--- config.mk ---
export PLATFORM = sky130hd
export DESIGN_NAME = pipelined_cla_adder
export DESIGN_NICKNAME = d
export VERILOG_FILES = /design/src/rtl/pipelined_cla_adder.sv
export SDC_FILE = /design/constraint.sdc
export NUM_CORES = 1
export LEC_CHECK = 0
export BUFFER_PORTS_ARGS = -buffer_cell sky130_fd_sc_hd__buf_2
export CORE_MARGIN = 5
export CORE_UTILIZATION = 38
export CTS_BUF_LIST = sky130_fd_sc_hd__clkbuf_4 sky130_fd_sc_hd__clkbuf_8
export DETAILED_ROUTE_END_ITERATION = 10
export GPL_ROUTABILITY_DRIVEN = 0
export GPL_TIMING_DRIVEN = 0
export SETUP_SLACK_MARGIN = 0.3
export SYNTH_ARGS = -nofsm -noshare
export SYNTH_HDL_FRONTEND = slang
export SYNTH_SLANG_ARGS = --single-unit
export TNS_END_PERCENT = 10
--- constraint.sdc ---
create_clock -name clk -period 8.8 [get_ports clk]
set_input_delay 2.2 -clock clk [delete_from_list [all_inputs] [get_ports clk]]
set_output_delay 2.2 -clock clk [all_outputs]
set_load 0.01 [all_outputs]
--- src/rtl/pipelined_cla_adder.sv ---
// ---------------------------------------------------------------------------
// pipelined_cla_adder
//   Pipelined carry-lookahead adder/subtractor. The N-bit operands are split
//   into L = N/B lookahead blocks. Stage k resolves block k-1 with a flat
//   B-bit lookahead and registers the block carry for the next stage.
//   Operand bits that have not been used yet travel forward with the
//   transaction. Sum bits that are already resolved travel forward too.
//   Flow control uses one global enable, so a stalled output freezes every
//   stage.
//
// Parameters
//   N  operand/result width (must be a multiple of B)
//   B  lookahead block width
//
// Ports
//   clk        clock, rising edge
//   rst        asynchronous active-high reset
//   in_valid   operand set present
//   in_ready   operands accepted this cycle (pipeline not stalled)
//   a, b       operands
//   cin        carry-in (ignored when sub=1)
//   sub        1: a - b, 0: a + b + cin
//   out_valid  result present
//   out_ready  consumer accepts result
//   s          sum / difference
//   cout       carry out of bit N-1 (subtract: 1 = no borrow)
//   ovf        signed overflow
// ---------------------------------------------------------------------------
module pipelined_cla_adder #(
  parameter int N = 32,
  parameter int B = 8
) (
  input  logic         clk,
  input  logic         rst,
  input  logic         in_valid,
  output logic         in_ready,
  input  logic [N-1:0] a,
  input  logic [N-1:0] b,
  input  logic         cin,
  input  logic         sub,
  output logic         out_valid,
  input  logic         out_ready,
  output logic [N-1:0] s,
  output logic         cout,
  output logic         ovf
);

  localparam int L = N / B;

  if (B < 1 || N < B || (N % B) != 0) begin : g_bad_params
    $error("pipelined_cla_adder: N (%0d) must be a positive multiple of B (%0d)", N, B);
  end

  // Flat lookahead for one block: every carry is a sum of products over the
  // block's generate/propagate terms and the incoming block carry. There is
  // no ripple between the bit positions.
  function automatic logic [B:0] cla_carries(input logic [B-1:0] g,
                                             input logic [B-1:0] p,
                                             input logic         ci);
    logic [B:0] c;
    logic       term;
    logic       prod;
    c    = '0;
    c[0] = ci;
    for (int i = 0; i < B; i++) begin
      term = ci;
      for (int j = 0; j <= i; j++) term = term & p[j];
      for (int m = 0; m <= i; m++) begin
        prod = g[m];
        for (int j = m + 1; j <= i; j++) prod = prod & p[j];
        term = term | prod;
      end
      c[i+1] = term;
    end
    return c;
  endfunction

  logic [N-1:0] bb;
  logic         c0;
  logic         adv;

  assign bb       = sub ? ~b : b;
  assign c0       = sub | cin;
  assign adv      = !out_valid | out_ready;
  assign in_ready = adv;

  for (genvar k = 1; k <= L; k++) begin : g_stage
    localparam int SW = k * B;   // sum bits resolved once this stage is done

    logic [B-1:0]  blk_a;
    logic [B-1:0]  blk_b;
    logic          blk_ci;
    logic [B:0]    blk_c;
    logic [B-1:0]  blk_s;
    logic          v_d;
    logic [SW-1:0] sum_d;
    logic          v_q;
    logic          c_q;
    logic [SW-1:0] sum_q;

    // ---- stage k input: live operands (k=1) or skewed registers of k-1 ----
    if (k == 1) begin : g_src
      assign blk_a  = a[B-1:0];
      assign blk_b  = bb[B-1:0];
      assign blk_ci = c0;
      assign v_d    = in_valid;
      assign sum_d  = blk_s;
    end else begin : g_src
      assign blk_a  = g_stage[k-1].g_up.a_up_q[B-1:0];
      assign blk_b  = g_stage[k-1].g_up.bb_up_q[B-1:0];
      assign blk_ci = g_stage[k-1].c_q;
      assign v_d    = g_stage[k-1].v_q;
      assign sum_d  = {blk_s, g_stage[k-1].sum_q};
    end

    assign blk_c = cla_carries(blk_a & blk_b, blk_a | blk_b, blk_ci);
    assign blk_s = blk_a ^ blk_b ^ blk_c[B-1:0];

    // ---- stage k register boundary ----
    always_ff @(posedge clk or posedge rst) begin
      if (rst) begin
        v_q   <= 1'b0;
        c_q   <= 1'b0;
        sum_q <= '0;
      end else if (adv) begin
        v_q   <= v_d;
        c_q   <= blk_c[B];
        sum_q <= sum_d;
      end
    end

    if (k < L) begin : g_up
      localparam int UW = N - k * B;   // operand bits still to be resolved

      logic [UW-1:0] a_up_d;
      logic [UW-1:0] bb_up_d;
      logic [UW-1:0] a_up_q;
      logic [UW-1:0] bb_up_q;

      if (k == 1) begin : g_usrc
        assign a_up_d  = a[N-1:B];
        assign bb_up_d = bb[N-1:B];
      end else begin : g_usrc
        assign a_up_d  = g_stage[k-1].g_up.a_up_q[UW+B-1:B];
        assign bb_up_d = g_stage[k-1].g_up.bb_up_q[UW+B-1:B];
      end

      always_ff @(posedge clk or posedge rst) begin
        if (rst) begin
          a_up_q  <= '0;
          bb_up_q <= '0;
        end else if (adv) begin
          a_up_q  <= a_up_d;
          bb_up_q <= bb_up_d;
        end
      end
    end else begin : g_top
      // Carry into the MSB, kept so that ovf can be formed from registers.
      logic cmsb_q;

      always_ff @(posedge clk or posedge rst) begin
        if (rst) begin
          cmsb_q <= 1'b0;
        end else if (adv) begin
          cmsb_q <= blk_c[B-1];
        end
      end
    end
  end

  // ---- output: stage L registers ----
  assign out_valid = g_stage[L].v_q;
  assign s         = g_stage[L].sum_q;
  assign cout      = g_stage[L].c_q;
  assign ovf       = g_stage[L].c_q ^ g_stage[L].g_top.cmsb_q;

endmodule

==> results of run 1 <==
-- sequential cells by signal (all words and copies together), names as in the netlist --
| register | count |
|---|---|
| g_stage.g_up.a_up_q | 48 |
| g_stage.g_up.bb_up_q | 48 |
| g_stage.sum_q | 48 |
| s | 32 |
| g_stage.c_q | 3 |
| g_stage.v_q | 3 |
| cout | 1 |
| g_stage.g_top.cmsb_q | 1 |
| out_valid | 1 |
-- power groups by stage --
stage	Combinational (W)	Clock (W)	Sequential [W]
floorplan	0.000961	0	0.00145
global placement	0.00138	0	0.00145
detailed placement	0.00141	0	0.00146
CTS	0.00143	0.000555	0.00145
global route	0.00162	0.000587	0.00150
finish	0.00140	0.000542	0.00145
-- synthesized netlist by cell type (all sizes together) --
library cell / number
a221oi: 2
or3: 3
a21oi: 35
inv: 77
a211o: 2
clkinv: 1
xnor2: 31
ha: 64
nand3: 1
o21ai: 76
a31o: 2
nand2b: 5
fa: 4
xor2: 28
a221o: 1
nor3: 4
nand3b: 1
nand2: 337
o21ba: 2
clkbuf: 38
buf: 7
and2: 3
o21bai: 7
o311a: 1
o31ai: 2
o311ai: 1
dfrtp: 185
a31oi: 1
nor2b: 5
nor2: 38
-- per-layer routing --
metal / track usage, % / part of all wire, % / vias up
li1: - / - / 3248
met1: 22.3 / 48 / 3096
met2: 27.4 / 47 / 100
met3: 3.07 / 3.3 / 25
met4: 4.38 / 1.6 / 0
met5: 0 / 0 / -
-- how the worst max path moves through the flow --
stage / startpoint / end / slack (ns) / depth (start not counted)
global route: out_ready / in_ready / 2.53 / 7
CTS: out_ready / in_ready / 2.63 / 7
finish: out_ready / in_ready / 2.61 / 7
global placement: rst / s[28]$_DFFE_PP0P_ / -0.66 / 2
detailed placement: out_ready / in_ready / 2.64 / 7
floorplan: rst / cout$_DFFE_PP0P_ / 1.57 / 1
-- per-stage QoR --
stage | TNS [ns] | hold WS (ns)
2_1_floorplan | 0 | 0.430
3_3_place_gp | -120.00 | 0.444
3_5_place_dp | 0 | 0.449
4_1_cts | 0 | 0.470
5_1_grt | 0 | 0.497
6_report | 0 | 0.465
-- cell families after synthesis --
| logic type | count (synthesis) |
|---|---|
| XOR/XNOR | 59 |
| buffers and inverters | 123 |
| adder cells (fa/ha/maj) | 68 |
| AO/OA/AOI/OAI | 132 |
| AND/OR/NAND/NOR | 397 |
| flip-flops | 185 |
-- area by class of cell --
type | count | area share (%)
Buffer | 45 | 1.74
Clock buffer | 21 | 2.68
Clock inverter | 10 | 0.956
Inverter | 78 | 2.98
Multi-Input combinational cell | 656 | 36.8
Sequential cell | 185 | 45.9
Tap cell | 285 | 3.54
Timing Repair Buffer | 105 | 5.44
-- worst min-delay path: cells and delay by family, from the launching register on --
family	cells	cell delay, ns
flip-flops	1	0.35
AND/OR/NAND/NOR	2	0.09
==> flow_metrics.env, run 1 <==
export IMPL_status="completed"
export IMPL_grtUsageTotal_pct=16.5
export IMPL_insertion_delay_ns=0.46
export IMPL_synthMuxAreaShare_pct=0
export IMPL_synth_top_area_share_pct=52.6
export IMPL_swShare_pct=40.1
export IMPL_core_rowCount=55
export IMPL_crit_chain="buf_2 > nor2b_1 > clkbuf_1 > inv_2 > clkbuf_1 > clkbuf_1 > buf_2"
export IMPL_cts_buffers=17
export IMPL_viasPerCell=4.67
export IMPL_post_place_ws_ns=2.64
export IMPL_dpl_cell_area_um2=9720
export IMPL_power_switching_w=0.00136
export IMPL_drt_wl_total_um=20800
export IMPL_regArea_um2=4630
export IMPL_vias=6469
export IMPL_final_cell_mix="nand2_1 (337), dfrtp_1 (185), buf_2 (106)"
export IMPL_cts_max_path_buffers=2
export IMPL_drive_above_1_share_pct=13.4
export IMPL_synth_area_leaders="dfrtp_1 (53%), nand2_1 (14%), ha_1 (9.1%)"
export IMPL_synthDistinctLibCells=35
export IMPL_drt_iter0_drc=320
export IMPL_combPwrFrac_pct=41.3
export IMPL_grt_pass1_wl_um=34100
export IMPL_cap_violations=0
export IMPL_clock_skew_ns=0.0120
export IMPL_firstDrtPassIters=5
export IMPL_drv_slew=0
export IMPL_synthAdderAreaFrac_pct=10.0
export IMPL_finalCritPeriodShare_pct=70.3
export IMPL_yosys_area_top_type="dfrtp_1"
export IMPL_ant_nets=0
export IMPL_avgRoutedWirePerCell_um=15.1
export IMPL_syn_area_per_cell_um2=9.13
export IMPL_mostFrequentLayoutCell="nand2_1"
export IMPL_crit_path_end_kind="primary output"
export IMPL_internal_power_w=0.00203
export IMPL_htree_levels=4
export IMPL_cts_clk_slew_worst_paths_ns=0.09
export IMPL_power_density_nw_per_um2=336
export IMPL_dpl_cell_count=1354
export IMPL_worstReg2RegEnd="g_stage[3].sum_q[19]$_DFFE_PP0P_"
export IMPL_port_buffers=104
export IMPL_die_y_um=162
export IMPL_ys_seq_area_share_pct=52.6
export IMPL_synth_nets=1102
export IMPL_cts_resized=0
export IMPL_grt_pass1_vias=6642
export IMPL_min_path_type="reg2reg"
export IMPL_crit_family="buffers and inverters"
export IMPL_core_um2=22700
export IMPL_relSlewSlack_pct=48.2
export IMPL_crit_top_cell="clkbuf_1"
export IMPL_rsz0062_at_grt="no"
export IMPL_worstReg2RegStart="out_valid$_DFFE_PP0P_"
export IMPL_drc=0
export IMPL_reg2reg_depth=6
export IMPL_layout_setup_ws_ns=2.61
export IMPL_cp_start_kind="input port"
export IMPL_dp_hpwl_um=15500
export IMPL_diodes=0
export IMPL_worstPathRequired_ns=6.60
export IMPL_yosys_warnings=0
export IMPL_grt_ovfl_total=0
export IMPL_syn_area_um2=8800
export IMPL_synth_xor_area_share_pct=5.87
export IMPL_nFillCells=2273
export IMPL_nNetsFinal=1226
export IMPL_synth_top_family_by_area="simple AND/OR/NAND/NOR gates"
export IMPL_ir_worst_vdd_mv=0.155
export IMPL_syn2layout_area_growth_pct=14.5
export IMPL_critPathKind="in2out"
export IMPL_synth_compound_area_share_pct=8.73
export IMPL_cts_tree="done"
export IMPL_period_needed_ns=6.19
export IMPL_p_leak_nw=5.22
export IMPL_min_delay_start="s[0]$_DFFE_PP0P_"
export IMPL_syn_inst=964
export IMPL_postCtsSetupBuffers=0
export IMPL_hold_buffers=0
export IMPL_r2r_slack_ns=6.59
export IMPL_p_clk_share_pct=16.0
export IMPL_initial_utilization_pct=38.8
export IMPL_pwr_share_seq_pct=42.7
export IMPL_dieWidth_um=162
export IMPL_io_pins=106
export IMPL_fin_util_pct=44.4
export IMPL_fin_area_um2=10100
export IMPL_fin_cells=1385
export IMPL_crit_buf_inv=6
export IMPL_total_power_w=0.00339
export IMPL_multiInputGateArea_um2=3710
export IMPL_cts_root_buf="clkbuf_8"
export IMPL_hold_end="s[0]$_DFFE_PP0P_"
export IMPL_slowest_delay_ns=0.65
export IMPL_ys_seq_elements=185
export IMPL_crit_fanout=10
export IMPL_synth_simple_area_share_pct=17.5
export IMPL_die_area_um2=26300
export IMPL_tightest_slew_ns=0.778
export IMPL_hold_depth=2
export IMPL_antenna_found_initial=0
export IMPL_timing_hold_violations_final=0
export IMPL_grt_max_degree=106
export IMPL_clock_sinks=185
export IMPL_cp_slowest_cell="clkbuf_1"
export IMPL_setup_viol=0
export IMPL_arrival_ns=3.99
export IMPL_fmax_mhz=162
Note: power is estimated with default switching activity, not from simulation.
==> run 2, diff against run 1 <==
Settings changed: ABC_AREA set to 1.
Clock period 8.8 ns to 5.37 ns, I/O delays scaled along.
==> run 2 against run 1 <==
  * Clock skew about the same
  * Synthesized cell count increased by 4.8%
  * Final area increased by 3.6%
  * Die area increased by 2.2%
  * Critical path type unchanged
==> flow_metrics.env, run 2 <==
export IMPL_status="completed"
export IMPL_vias=6808
export IMPL_crit_top_cell="buf_2"
export IMPL_setup_viol=0
export IMPL_top_regs="g_stage.g_up.a_up_q x48, g_stage.g_up.bb_up_q x48, g_stage.sum_q x48"
export IMPL_avgRoutedWirePerCell_um=15.0
export IMPL_drive_above_1_share_pct=15.6
export IMPL_internal_power_w=0.00332
export IMPL_insertion_delay_ns=0.47
export IMPL_crit_chain="buf_2 > nor2_2 > buf_4 > inv_2 > buf_2 > buf_2 > buf_2"
export IMPL_htree_levels=4
export IMPL_final_cell_mix="nand2_1 (284), dfrtp_1 (185), o21ai_0 (139)"
export IMPL_yosys_area_top_type="dfrtp_1"
export IMPL_diodes=0
export IMPL_tightest_slew_ns=0.672
export IMPL_viasPerCell=4.63
export IMPL_ys_async_sr_fraction_pct=100
export IMPL_slowest_delay_ns=0.29
export IMPL_io_pins=106
export IMPL_syn_area_um2=9000
export IMPL_synth_area_leaders="dfrtp_1 (51%), nand2_1 (12%), ha_1 (8.9%)"
export IMPL_pwr_share_seq_pct=42.6
export IMPL_synthDistinctLibCells=39
export IMPL_syn_inst=1010
export IMPL_cts_resized=0
export IMPL_nNetsFinal=1276
export IMPL_cts_root_buf="clkbuf_8"
export IMPL_clock_skew_ns=0.0117
export IMPL_dp_hpwl_um=16300
export IMPL_finalCritPeriodShare_pct=72.6
export IMPL_nFillCells=2338
export IMPL_die_area_um2=26900
export IMPL_grt_ovfl_total=0
export IMPL_ir_worst_vdd_mv=0.166
export IMPL_ant_nets=0
export IMPL_synth_edf_count=0
export IMPL_core_rowCount=56
export IMPL_grtUsageTotal_pct=17.2
export IMPL_cts_buffers=17
export IMPL_synth_flop_cell="dfrtp_1"
export IMPL_antenna_found_initial=0
export IMPL_p_clk_share_pct=17.7
export IMPL_ys_seq_area_share_pct=51.4
export IMPL_whs_ns=0.460
export IMPL_min_path_type="reg2reg"
export IMPL_drt_iter0_drc=350
export IMPL_drc=0
export IMPL_clock_sinks=185
export IMPL_mostFrequentLayoutCell="nand2_1"
export IMPL_postCtsSetupBuffers=0
export IMPL_swShare_pct=40.3
export IMPL_grt_pass1_wl_um=35600
export IMPL_yosys_warnings=0
export IMPL_power_switching_w=0.00224
export IMPL_setup_tns_ns=0
export IMPL_arrival_ns=2.55
export IMPL_worstPathRequired_ns=4.03
export IMPL_cts_max_path_buffers=2
export IMPL_synth_most_common_cell="nand2_1"
export IMPL_grt_pass1_vias=6881
export IMPL_synth_top_area_share_pct=51.4
export IMPL_grt_max_degree=41
export IMPL_syn_area_per_cell_um2=8.92
export IMPL_timing_hold_violations_final=0
export IMPL_ys_seq_elements=185
export IMPL_cts_clk_slew_worst_paths_ns=0.09
export IMPL_combPwrFrac_pct=39.6
export IMPL_critPathKind="in2out"
export IMPL_p_leak_nw=5.35
export IMPL_rsz0062_at_grt="no"
export IMPL_initial_utilization_pct=38.5
export IMPL_relSlewSlack_pct=55.2
export IMPL_fmax_mhz=257
export IMPL_period_needed_ns=3.90
export IMPL_drv_slew=0
export IMPL_dieWidth_um=164
export IMPL_cts_tree="done"
export IMPL_port_buffers=104
export IMPL_crit_fanout=10
export IMPL_cp_slowest_cell="buf_2"
export IMPL_core_um2=23400
export IMPL_cp_start_kind="input port"
export IMPL_cap_violations=0
export IMPL_drt_wl_total_um=22100
export IMPL_crit_path_end_kind="primary output"
export IMPL_firstDrtPassIters=5
export IMPL_die_y_um=164
export IMPL_syn2layout_area_growth_pct=16.0
export IMPL_synth_common_cells="nand2_1 (284), dfrtp_1 (185), inv_1 (139), o21ai_0 (139), ha_1 (64)"
export IMPL_synth_nets=1148
export IMPL_power_density_nw_per_um2=532
export IMPL_hold_buffers=0
run 2: changes by cell type in the layout (fill, tap and decap cells not counted), sizes merged, moves of 5 or more:
| cell | delta |
|---|---|
| inv | +63 |
| clkbuf | -22 |
| o21bai | -5 |
| xnor2 | +11 |
| nor2 | -10 |
| nand4 | +11 |
| a21oi | -23 |
| nor2b | -5 |
| nand2b | -5 |
| nand3 | +19 |
| buf | +22 |
| nand2 | -49 |
| xor2 | -18 |
| o21ai | +67 |
run 2: layout make-up:
type / instances / area [um^2] / area share, %
Tap cell: 319 / 399 / 3.82
Buffer: 44 / 208 / 1.99
Clock inverter: 14 / 173 / 1.65
Multi-Input combinational cell: 640 / 3640 / 34.8
Timing Repair Buffer: 109 / 621 / 5.94
Sequential cell: 185 / 4630 / 44.3
Clock buffer: 18 / 241 / 2.31
Inverter: 141 / 533 / 5.10
run 2: power by group through the flow:
stage               clock network, W  logic (W)  registers [W]
CTS                          0.00101    0.00224        0.00237
detailed placement                 0    0.00223        0.00239
finish                      0.000987    0.00220        0.00237
global route                 0.00106    0.00255        0.00244
floorplan                          0    0.00149        0.00236
global placement                   0    0.00216        0.00238
run 2: metrics by stage:
stage	area (um^2)	power, W	setup slack (ns)	util, %	std cells
after global placement	9930	0.00454	0.425	42.4	1433
after detailed placement	10000	0.00462	1.46	42.9	1438
final	10400	0.00556	1.47	44.6	1470
after floorplan	9010	0.00385	1.65	-	1010
after global routing	10400	0.00605	1.39	44.6	1470
after CTS	10400	0.00562	1.46	44.6	1470
run 2: final timing paths:
path | from | slack, ns | cells after the start | to
min reg2reg | g_stage[1].sum_q[0]$_DFFE_PP0P_ | 0.46 | 2 | g_stage[2].sum_q[0]$_DFFE_PP0P_
min in group asynchronous | rst | 0.92 | 2 | s[20]$_DFFE_PP0P_
min | g_stage[1].sum_q[0]$_DFFE_PP0P_ | 0.46 | 2 | g_stage[2].sum_q[0]$_DFFE_PP0P_
max reg2reg | g_stage[3].g_up.a_up_q[0]$_DFFE_PP0P_ | 3.39 | 10 | s[29]$_DFFE_PP0P_
max | out_ready | 1.47 | 7 | in_ready
max in group asynchronous | rst | 3.40 | 5 | s[7]$_DFFE_PP0P_
run 2: per-layer routing:
| layer | vias to the layer above | GRT usage, % | share of wire, % | routed length (um) |
|---|---|---|---|---|
| li1 | 3383 | - | - | - |
| met1 | 3264 | 22.7 | 46 | 10100 |
| met2 | 139 | 28.6 | 48 | 10700 |
| met3 | 22 | 3.59 | 4.5 | 992 |
| met4 | 0 | 5.15 | 1.4 | 318 |
| met5 | - | 0 | 0 | 0 |
run 2: cells by family after synthesis:
family | count (synthesis) | share of synthesized area (%)
simple gates | 360 | 16.4
buf+inv | 185 | 8.18
flops | 185 | 51.4
compound gates | 160 | 9.13
fa+ha+maj | 68 | 9.78
xor+xnor | 52 | 5.06
run 2: critical path, delay by kind of cell:
kind | cells | cell delay, ns
buf+inv | 6 | 1.12
simple gates | 1 | 0.07
==> run 3, diff against run 2 <==
Clock period 5.37 ns to 3.2 ns, I/O delays scaled along.
==> run 3 against run 2 <==
  * Clock-buffer cell count is the same
  * Combinational power grew 68%
  * Utilization barely moved
  * Critical endpoint unchanged
  * Via count is 0.15% lower
  * Non-clock buffer count stayed put
  * Sequential cell count stayed put
  * Critical path depth is the same
  * Sequential power rose by 68%
  * Global-route usage about the same
==> flow_metrics.env, run 3 (same netlist as run 2, synthesis figures left out) <==
export IMPL_setup_worst_path_start="out_ready"
export IMPL_core_rowCount=56
export IMPL_drive_above_1_share_pct=15.6
export IMPL_core_um2=23400
export IMPL_reg2reg_depth=10
export IMPL_finalCritPeriodShare_pct=85.6
export IMPL_drc=0
export IMPL_grt_pass1_vias=6884
export IMPL_worstReg2RegEnd="s[29]$_DFFE_PP0P_"
export IMPL_cts_clk_slew_worst_paths_ns=0.09
export IMPL_dp_hpwl_um=16300
export IMPL_relSlewSlack_pct=55.0
export IMPL_worstPathRequired_ns=2.40
export IMPL_io_pins=106
export IMPL_vias=6798
export IMPL_syn2layout_area_growth_pct=16.0
export IMPL_die_area_um2=26900
export IMPL_grtUsageTotal_pct=17.2
export IMPL_dieWidth_um=164
export IMPL_setup_tns_ns=0
export IMPL_cap_violations=0
export IMPL_cts_root_buf="clkbuf_8"
export IMPL_tightest_slew_ns=0.676
export IMPL_power_density_nw_per_um2=893
export IMPL_viasPerCell=4.62
export IMPL_nNetsFinal=1276
export IMPL_final_cell_mix="nand2_1 (284), dfrtp_1 (185), o21ai_0 (139)"
export IMPL_fmax_mhz=365
export IMPL_ir_worst_vdd_mv=0.280
export IMPL_p_leak_nw=5.35
export IMPL_firstDrtPassIters=5
export IMPL_period_needed_ns=2.74
export IMPL_worstReg2RegStart="g_stage[3].g_up.a_up_q[0]$_DFFE_PP0P_"
export IMPL_cts_max_path_buffers=2
export IMPL_crit_fanout=10
export IMPL_r2r_slack_ns=1.21
export IMPL_met3_usage_pct=3.59
export IMPL_clock_skew_ns=0.0138
export IMPL_grt_use_met1_pct=22.7
export IMPL_die_y_um=164
export IMPL_crit_end="in_ready"
export IMPL_hold_buffers=0
export IMPL_status="completed"
export IMPL_initial_utilization_pct=38.5
export IMPL_port_buffers=104
export IMPL_critPathKind="in2out"
export IMPL_postCtsSetupBuffers=0
export IMPL_gr_usage_met2_pct=28.6
export IMPL_drt_wl_total_um=22100
export IMPL_grt_pass1_wl_um=35600
export IMPL_mostFrequentLayoutCell="nand2_1"
export IMPL_drv_slew=0
export IMPL_cts_tree="done"
export IMPL_htree_levels=4
export IMPL_arrival_ns=1.94
export IMPL_cp_start_kind="input port"
export IMPL_diodes=0
export IMPL_antenna_found_initial=0
export IMPL_dpl_cell_count=1438
export IMPL_grt_max_degree=41
export IMPL_fin_cells=1470
export IMPL_ant_nets=0
export IMPL_setup_viol=0
export IMPL_avgRoutedWirePerCell_um=15.0
export IMPL_drt_iter0_drc=338
export IMPL_cts_buffers=17
export IMPL_cts_resized=1
export IMPL_clock_sinks=185
export IMPL_crit_path_end_kind="primary output"
export IMPL_rsz0062_at_grt="no"
export IMPL_insertion_delay_ns=0.48
export IMPL_busiest_layer="met2"
export IMPL_min_path_type="in2async"
export IMPL_top_regs="g_stage.g_up.a_up_q x48, g_stage.g_up.bb_up_q x48, g_stage.sum_q x48"
export IMPL_timing_hold_violations_final=0
export IMPL_grt_ovfl_total=0
run 3: cell counts in the layout (fill, tap and decap cells not counted):
No cell type changed its count.
run 3: per-stage QoR:
stage	power (W)	cell area (um^2)	hold WS (ns)	setup slack [ns]	utilization [%]
2_1_floorplan	0.00645	9010	0.420	0.0215	-
6_report	0.00933	10400	0.382	0.459	44.6
5_1_grt	0.0102	10400	0.388	0.333	44.6
4_1_cts	0.00943	10400	0.377	0.402	44.6
3_3_place_gp	0.00762	9930	0.433	-1.20	42.4
3_5_place_dp	0.00776	10000	0.437	0.349	42.9
run 3: worst max-delay path, cell delays in order:
cell	delay [ns]
buf_2	0.13
nor2_2	0.18
buf_4	0.20
inv_2	0.07
buf_4	0.19
buf_2	0.20
buf_2	0.16
run 3: worst min-delay path by stage:
stage	endpoint	depth (start not counted)	from	slack [ns]
floorplan	out_valid$_DFFE_PP0P_	2	g_stage[3].v_q$_DFFE_PP0P_	0.42
global placement	out_valid$_DFFE_PP0P_	2	g_stage[3].v_q$_DFFE_PP0P_	0.43
detailed placement	out_valid$_DFFE_PP0P_	2	g_stage[3].v_q$_DFFE_PP0P_	0.44
CTS	s[20]$_DFFE_PP0P_	2	rst	0.38
global route	s[20]$_DFFE_PP0P_	2	rst	0.39
finish	s[20]$_DFFE_PP0P_	2	rst	0.38
run 3: where the power goes:
| group | internal (W) | leakage, nW | switching, W |
|---|---|---|---|
| Clock | 0.000784 | 0.195 | 0.000871 |
| Sequential | 0.00337 | 2.24 | 0.000604 |
| Combinational | 0.00141 | 2.92 | 0.00229 |
| Total | 0.00557 | 5.35 | 0.00376 |
run 3: cell type report:
class / instances / area, um^2
Fill cell: 2339 / 13000
Clock buffer: 18 / 241
Buffer: 44 / 210
Clock inverter: 14 / 173
Inverter: 141 / 533
Timing Repair Buffer: 109 / 621
Multi-Input combinational cell: 640 / 3640
Sequential cell: 185 / 4630
Tap cell: 319 / 399
run 3: routing by layer:
metal,share of wire [%],routed length (um)
met1,46,10200
met5,0,0
met3,4.4,960
met2,48,10600
met4,1.5,342
